[src/rtl/multi_strand_register_file_pkg.sv]
// Shared definitions for the multi-strand register file: clear-sequencer
// state encoding and the default array geometry.
package multi_strand_register_file_pkg;

   typedef enum logic [1:0] {
      CLEAR_ALL    = 2'd0,
      CLEAR_STRAND = 2'd1,
      READY        = 2'd2
   } rf_state_e;

   localparam int DEFAULT_DATA_WIDTH      = 32;
   localparam int DEFAULT_NUM_STRANDS     = 4;
   localparam int DEFAULT_REGS_PER_STRAND = 32;

endpackage

[src/rtl/multi_strand_register_file_clear_sequencer.sv]
// Clear sequencer: sweeps zeroes through the whole array after reset, or
// through one strand on request, and reports when normal access is allowed.
module rf_clear_sequencer
   import multi_strand_register_file_pkg::*;
#(
   parameter  int NUM_STRANDS     = DEFAULT_NUM_STRANDS,
   parameter  int REGS_PER_STRAND = DEFAULT_REGS_PER_STRAND,
   localparam int NUM_REGISTERS   = NUM_STRANDS * REGS_PER_STRAND,
   localparam int ADDR_WIDTH      = $clog2(NUM_REGISTERS),
   localparam int STRAND_WIDTH    = (NUM_STRANDS > 1) ? $clog2(NUM_STRANDS) : 1,
   localparam int REG_WIDTH       = $clog2(REGS_PER_STRAND)
) (
   input  logic                    clk,
   input  logic                    reset,
   input  logic                    clear_strand_i,
   input  logic [STRAND_WIDTH-1:0] clear_strand_id_i,
   output logic                    clear_we,
   output logic [ADDR_WIDTH-1:0]   clear_addr,
   output logic                    ready
);

   rf_state_e                state, state_next;
   logic [ADDR_WIDTH-1:0]    count, count_next;
   logic [STRAND_WIDTH-1:0]  strand_q, strand_next;
   logic [ADDR_WIDTH-1:0]    strand_addr;

   // ready is registered from the next state so it tracks the FSM exactly
   always_ff @(posedge clk) begin
      if (reset) begin
         state    <= CLEAR_ALL;
         count    <= '0;
         strand_q <= '0;
         ready    <= 1'b0;
      end else begin
         state    <= state_next;
         count    <= count_next;
         strand_q <= strand_next;
         ready    <= (state_next == READY);
      end
   end

   always_comb begin
      state_next  = state;
      count_next  = count;
      strand_next = strand_q;
      case (state)
         CLEAR_ALL: begin
            count_next = count + ADDR_WIDTH'(1);
            if (count == ADDR_WIDTH'(NUM_REGISTERS - 1)) begin
               state_next = READY;
               count_next = '0;
            end
         end
         CLEAR_STRAND: begin
            count_next = count + ADDR_WIDTH'(1);
            if (count[REG_WIDTH-1:0] == REG_WIDTH'(REGS_PER_STRAND - 1)) begin
               state_next = READY;
               count_next = '0;
            end
         end
         READY: begin
            if (clear_strand_i) begin
               state_next  = CLEAR_STRAND;
               count_next  = '0;
               strand_next = clear_strand_id_i;
            end
         end
         default: begin
            state_next = CLEAR_ALL;
            count_next = '0;
         end
      endcase
   end

   // A single-strand file has no strand field in its index
   if (NUM_STRANDS > 1) begin : g_strand_addr
      assign strand_addr = {strand_q, count[REG_WIDTH-1:0]};
   end else begin : g_flat_addr
      assign strand_addr = count;
   end

   assign clear_addr = (state == CLEAR_STRAND) ? strand_addr : count;
   assign clear_we   = (state != READY);

endmodule

[src/rtl/multi_strand_register_file.sv]
// Multi-strand scalar register file: two registered read ports with
// same-cycle write bypass, one write port, and a hardware clear sequencer.
module multi_strand_register_file
   import multi_strand_register_file_pkg::*;
#(
   parameter  int DATA_WIDTH      = DEFAULT_DATA_WIDTH,
   parameter  int NUM_STRANDS     = DEFAULT_NUM_STRANDS,
   parameter  int REGS_PER_STRAND = DEFAULT_REGS_PER_STRAND,
   localparam int NUM_REGISTERS   = NUM_STRANDS * REGS_PER_STRAND,
   localparam int ADDR_WIDTH      = $clog2(NUM_REGISTERS),
   localparam int STRAND_WIDTH    = (NUM_STRANDS > 1) ? $clog2(NUM_STRANDS) : 1
) (
   input  logic                    clk,
   input  logic                    reset,
   input  logic [ADDR_WIDTH-1:0]   sel1_i,
   input  logic [ADDR_WIDTH-1:0]   sel2_i,
   output logic [DATA_WIDTH-1:0]   value1_o,
   output logic [DATA_WIDTH-1:0]   value2_o,
   input  logic [ADDR_WIDTH-1:0]   write_reg_i,
   input  logic [DATA_WIDTH-1:0]   write_value_i,
   input  logic                    write_enable_i,
   input  logic                    clear_strand_i,
   input  logic [STRAND_WIDTH-1:0] clear_strand_id_i,
   output logic                    ready_o
);

   logic [DATA_WIDTH-1:0] regs_q [NUM_REGISTERS];
   logic                  seq_we;
   logic                  seq_ready;
   logic [ADDR_WIDTH-1:0] seq_addr;
   logic                  wr_en;
   logic [ADDR_WIDTH-1:0] wr_addr;
   logic [DATA_WIDTH-1:0] wr_data;

   rf_clear_sequencer #(
      .NUM_STRANDS     (NUM_STRANDS),
      .REGS_PER_STRAND (REGS_PER_STRAND)
   ) u_clear_sequencer (
      .clk               (clk),
      .reset             (reset),
      .clear_strand_i    (clear_strand_i),
      .clear_strand_id_i (clear_strand_id_i),
      .clear_we          (seq_we),
      .clear_addr        (seq_addr),
      .ready             (seq_ready)
   );

   assign ready_o = seq_ready;

   // The sequencer owns the write port whenever normal access is closed
   assign wr_en   = !reset && (seq_ready ? write_enable_i : seq_we);
   assign wr_addr = seq_ready ? write_reg_i : seq_addr;
   assign wr_data = seq_ready ? write_value_i : '0;

   always_ff @(posedge clk) begin
      if (wr_en) begin
         regs_q[wr_addr] <= wr_data;
      end
   end

   // Each port forwards the incoming write on an index match
   always_ff @(posedge clk) begin
      if (reset || !seq_ready) begin
         value1_o <= '0;
         value2_o <= '0;
      end else begin
         value1_o <= (write_enable_i && write_reg_i == sel1_i) ? write_value_i : regs_q[sel1_i];
         value2_o <= (write_enable_i && write_reg_i == sel2_i) ? write_value_i : regs_q[sel2_i];
      end
   end

endmodule
[config.mk]
export PLATFORM = sky130hd
export DESIGN_NAME = multi_strand_register_file
export DESIGN_NICKNAME = d
export VERILOG_FILES = /design/src/rtl/multi_strand_register_file_pkg.sv /design/src/rtl/multi_strand_register_file_clear_sequencer.sv /design/src/rtl/multi_strand_register_file.sv
export SDC_FILE = /design/constraint.sdc
export NUM_CORES = 2
export LEC_CHECK = 0
export BUFFER_PORTS_ARGS = -buffer_cell sky130_fd_sc_hd__buf_2
export CORE_MARGIN = 2
export CORE_UTILIZATION = 40
export CTS_BUF_LIST = sky130_fd_sc_hd__clkbuf_16
export DETAILED_ROUTE_END_ITERATION = 8
export SLEW_MARGIN = 15
export SYNTH_ARGS = -nofsm -noshare
export SYNTH_HDL_FRONTEND = slang
export SYNTH_SLANG_ARGS = --single-unit
[constraint.sdc]
create_clock -name clk -period 4.96 [get_ports clk]
set_clock_uncertainty 0.05 [all_clocks]
set_input_delay 0.248 -clock clk [delete_from_list [all_inputs] [get_ports clk]]
set_output_delay 0.248 -clock clk [all_outputs]
set_load 0.01 [all_outputs]
==> run_results.csv <==
group,metric,value,unit
status,outcome,"complete, but fails checks",
status,violations,"max-capacitance violations, max-slew violations",
hold_path,hold_path.class,"in2reg",
setup_path,critPathMaxFanout,32,
setup_path,end_kind,"flop",
floorplan,die-area,487000,um^2
timing,hold_violations,0,
finish,multi_input_area,65300,um^2
placement,hpwlAfterDp,472,mm
clocking,cts_setup_buffers,0,
timing,max_freq,223,MHz
timing,post-route-min-period,4480,ps
finish,fillerInstances,39600,
detailed_routing,ant_nets,0,
pwr,p_int,59.2,mW
pwr,p_seq_frac,0.494,
detailed_routing,drt_iter0_drc,22300,
finish,final_layout_size_suffix_gt1_frac,0.367,
pwr,switchingPower,18.1,mW
pwr,pwr_density_cell,350,nW/um^2
grt,grt_use_met2,0.431,
placement,postPlaceCellArea,206000,um^2
grt,grt_pass1_wl,984,mm
yosys,netlist_instances,9521,
yosys,synth.distinct_cells,68,
pwr,switching_share,0.234,
yosys,synth_nets,9582,
timing,max_slew.worst_pin.slew,1510,ps
clocking,cts_tree,"done",
finish,fin_util,0.461,
pwr,power.total,77.2,mW
pwr,combPwrFrac,0.077,
floorplan,rows,254,
job,drv_cap,2,
placement,dp.cells,16100,
timing,drv_slew,3,
clocking,clkTransAtPathRegs,60,ps
yosys,synth.avg_cell_area,20.2,um^2
setup_path,cp_data_required_time,5550,ps
setup_path,cp.arrival,5070,ps
yosys,synth-seq-area-share,0.647,
clocking,clock-root-buffer,"clkbuf_16",
yosys,synth_warnings,0,
yosys,ys_ff_latch,4172,
timing,period_share,0.904,
floorplan,die_w,698,um
finish,nets,10200,
yosys,synth-main-ff-cell,"edfxtp_1",
timing,setup_viol,0,
setup_path,r2r_slack,480,ps
grt,grt_use_met3,0.110,
clocking,cts.repair.resized,0,
detailed_routing,drc,0,
timing,tns,0,ps
finish,area_growth,14.8,%
grt,use_met1,0.388,
grt,grt_remaining_overflow,0,
floorplan,core,479000,um^2
finish,stdcell_area,221000,um^2
grt,first_global_vias,114000,
detailed_routing,vias_per_cell,6.89,
timing,rsz0062_at_grt,"no",
grt,grtUsageTotal,0.295,
floorplan,num_io_pins,124,
floorplan,dieHeight,698,um
floorplan,initial_core_util,0.402,
setup_path,startpoint_type,"flop",
setup_path,worstSetupPathType,"reg2reg",
finish,seqCellArea,125000,um^2
grt,top_usage_layer,"met2",
detailed_routing,wl_per_cell,43.3,um
detailed_routing,drt_wl_total,734,mm
detailed_routing,drt-pass1-iter-count,8,
yosys,synth-edff-count,4096,
yosys,synth_area,192000,um^2
clocking,cts_made_buffers,430,
grt,grt_start_max_net_pins,98,
clocking,h-tree-depth,5,
timing,slew_headroom,-0.0153,
pwr,peakVddDrop,0.000336,V
finish,instances_no_fill,16900,
clocking,cts_num_sinks,4172,
grt,antenna_found_initial,70,
clocking,clock_latency,1070,ps
detailed_routing,num_vias,117000,
placement,portBuffers,123,
pwr,p_clk_frac,0.429,
yosys,async_flop_share,0,
pwr,p_leak,72.9,nW
placement,place_congestion,0.961,
clocking,clockBufferDepth,4,
[layout by cell type, fill, tap and decap left out, types with 75 or more instances in the layout]
master / synthesis / routed
nand2_1: 268 / 258
mux4_2: 2054 / 2054
buf_4: 124 / 647
nor3_1: 104 / 98
a21oi_1: 175 / 175
clkinv_1: 0 / 96
nor2_1: 261 / 124
nor2_4: 0 / 134
inv_1: 6 / 82
clkbuf_16: 0 / 436
dfxtp_1: 76 / 75
a211oi_1: 102 / 98
buf_12: 1 / 134
mux2i_1: 648 / 648
buf_2: 303 / 113
edfxtp_1: 4096 / 4096
o22ai_1: 225 / 223
a22oi_1: 91 / 91
[cell families (layout without fill, tap and decap cells)]
logic type | count (synthesis) | in the layout | synth area share
xor+xnor | 14 | 14 | 0.000637
fa+ha+maj | 2 | 2 | 0.000130
other cells | 0 | 28 | 0
buf+inv | 757 | 1756 | 0.0205
simple gates | 893 | 893 | 0.0214
compound gates | 931 | 931 | 0.0333
mux | 2752 | 2752 | 0.277
flops | 4172 | 4172 | 0.647
[Yosys cell counts (4+ instances only)]
cell       instances  area [um^2]
a2111oi_0         18          158
a211o_1           28          245
a211oi_1         102          766
a21oi_1          175          876
a221o_1           33          330
a221oi_1          29          254
a22o_1            14          123
a22oi_1           91          683
a311oi_1          12          105
a31oi_1           27          169
and2_1            51          319
and3_1            18          113
buf_1             54          203
buf_2            303         1520
buf_4            124          931
buf_6             33          372
clkbuf_1         232          871
dfxtp_1           76         1520
edfxtp_1        4096       123000
inv_1              6         22.5
mux2_2            48          541
mux2i_1          648         6490
mux4_2          2054        46300
nand2_1          268         1010
nand2b_1          23          144
nand3_1           39          195
nand3b_1           6         45.0
nor2_1           261          980
nor2b_1           77          482
nor3_1           104          521
nor3b_1            5         37.5
nor4_1            24          150
o211ai_1          11         82.6
o21ai_0           74          370
o221ai_1          58          508
o22ai_1          225         1410
o31ai_1            6         45.0
or2_2              5         31.3
xnor2_1           10         87.6
xor2_1             4         35.0
[path summary, 6_finish.rpt]
| check | startpoint | end | cells past startpoint |
|---|---|---|---|
| worst max-delay path | u_clear_sequencer.ready | regs_q[99][11] | 6 |
| worst min-delay path | write_value_i[9] | value2_o[9] | 4 |
| worst max register to register | u_clear_sequencer.ready | regs_q[99][11] | 6 |
| worst min register to register | u_clear_sequencer.count[4] | u_clear_sequencer.count[4] | 2 |
[power groups by stage]
stage	Sequential (mW)	Clock [mW]	Combinational, mW
after global routing	38.2	34.5	6.00
after detailed placement	38.9	0	5.73
after CTS	38.2	33.3	5.77
final	38.2	33.1	5.93
after global placement	38.9	0	5.70
after floorplan	38.9	0	3.29
[repair_timing]
item,4_1_cts,5_1_grt
hold endpoints to repair,289,0
hold buffers,44,0
setup endpoints to repair,0,0
[area by class of cell]
type / instances / share of cell area
Clock inverter: 364 / 0.0150
Clock buffer: 436 / 0.0494
Tap cell: 6400 / 0.0363
Antenna cell: 28 / 0.000317
Sequential cell: 4172 / 0.564
Multi-Input combinational cell: 4592 / 0.296
Timing Repair Buffer: 947 / 0.0395
Inverter: 9 / 0.000289
[sequential cells by signal, indices dropped and copies added, names as in the netlist]
| signal | cells |
|---|---|
| regs_q | 4096 |
| u_clear_sequencer.count | 7 |
| u_clear_sequencer.ready | 1 |
| u_clear_sequencer.state | 2 |
| u_clear_sequencer.strand_q | 2 |
| value1_o | 32 |
| value2_o | 32 |
[through the flow]
stage | hold WS, ps | setup WS, ps
finish | 53.3 | 478
global placement | 437 | -789
floorplan | 270 | 1340
detailed placement | 453 | 254
CTS | 7.12 | 559
global route | 51.0 | 565
[layer usage]
metal / vias up / routed length (um)
li1: 42800 / -
met1: 62700 / 259000
met2: 9553 / 321000
met3: 1671 / 110000
met4: 34 / 44200
met5: - / 457
[critical path: stages, from the launching register on]
cell	delay, ps
dfxtp_2	580
mux2i_1	910
nor2b_1	360
nand2_2	650
buf_4	480
nor2_4	90
buf_4	810
No activity file was read; power rests on OpenSTA's default activity.
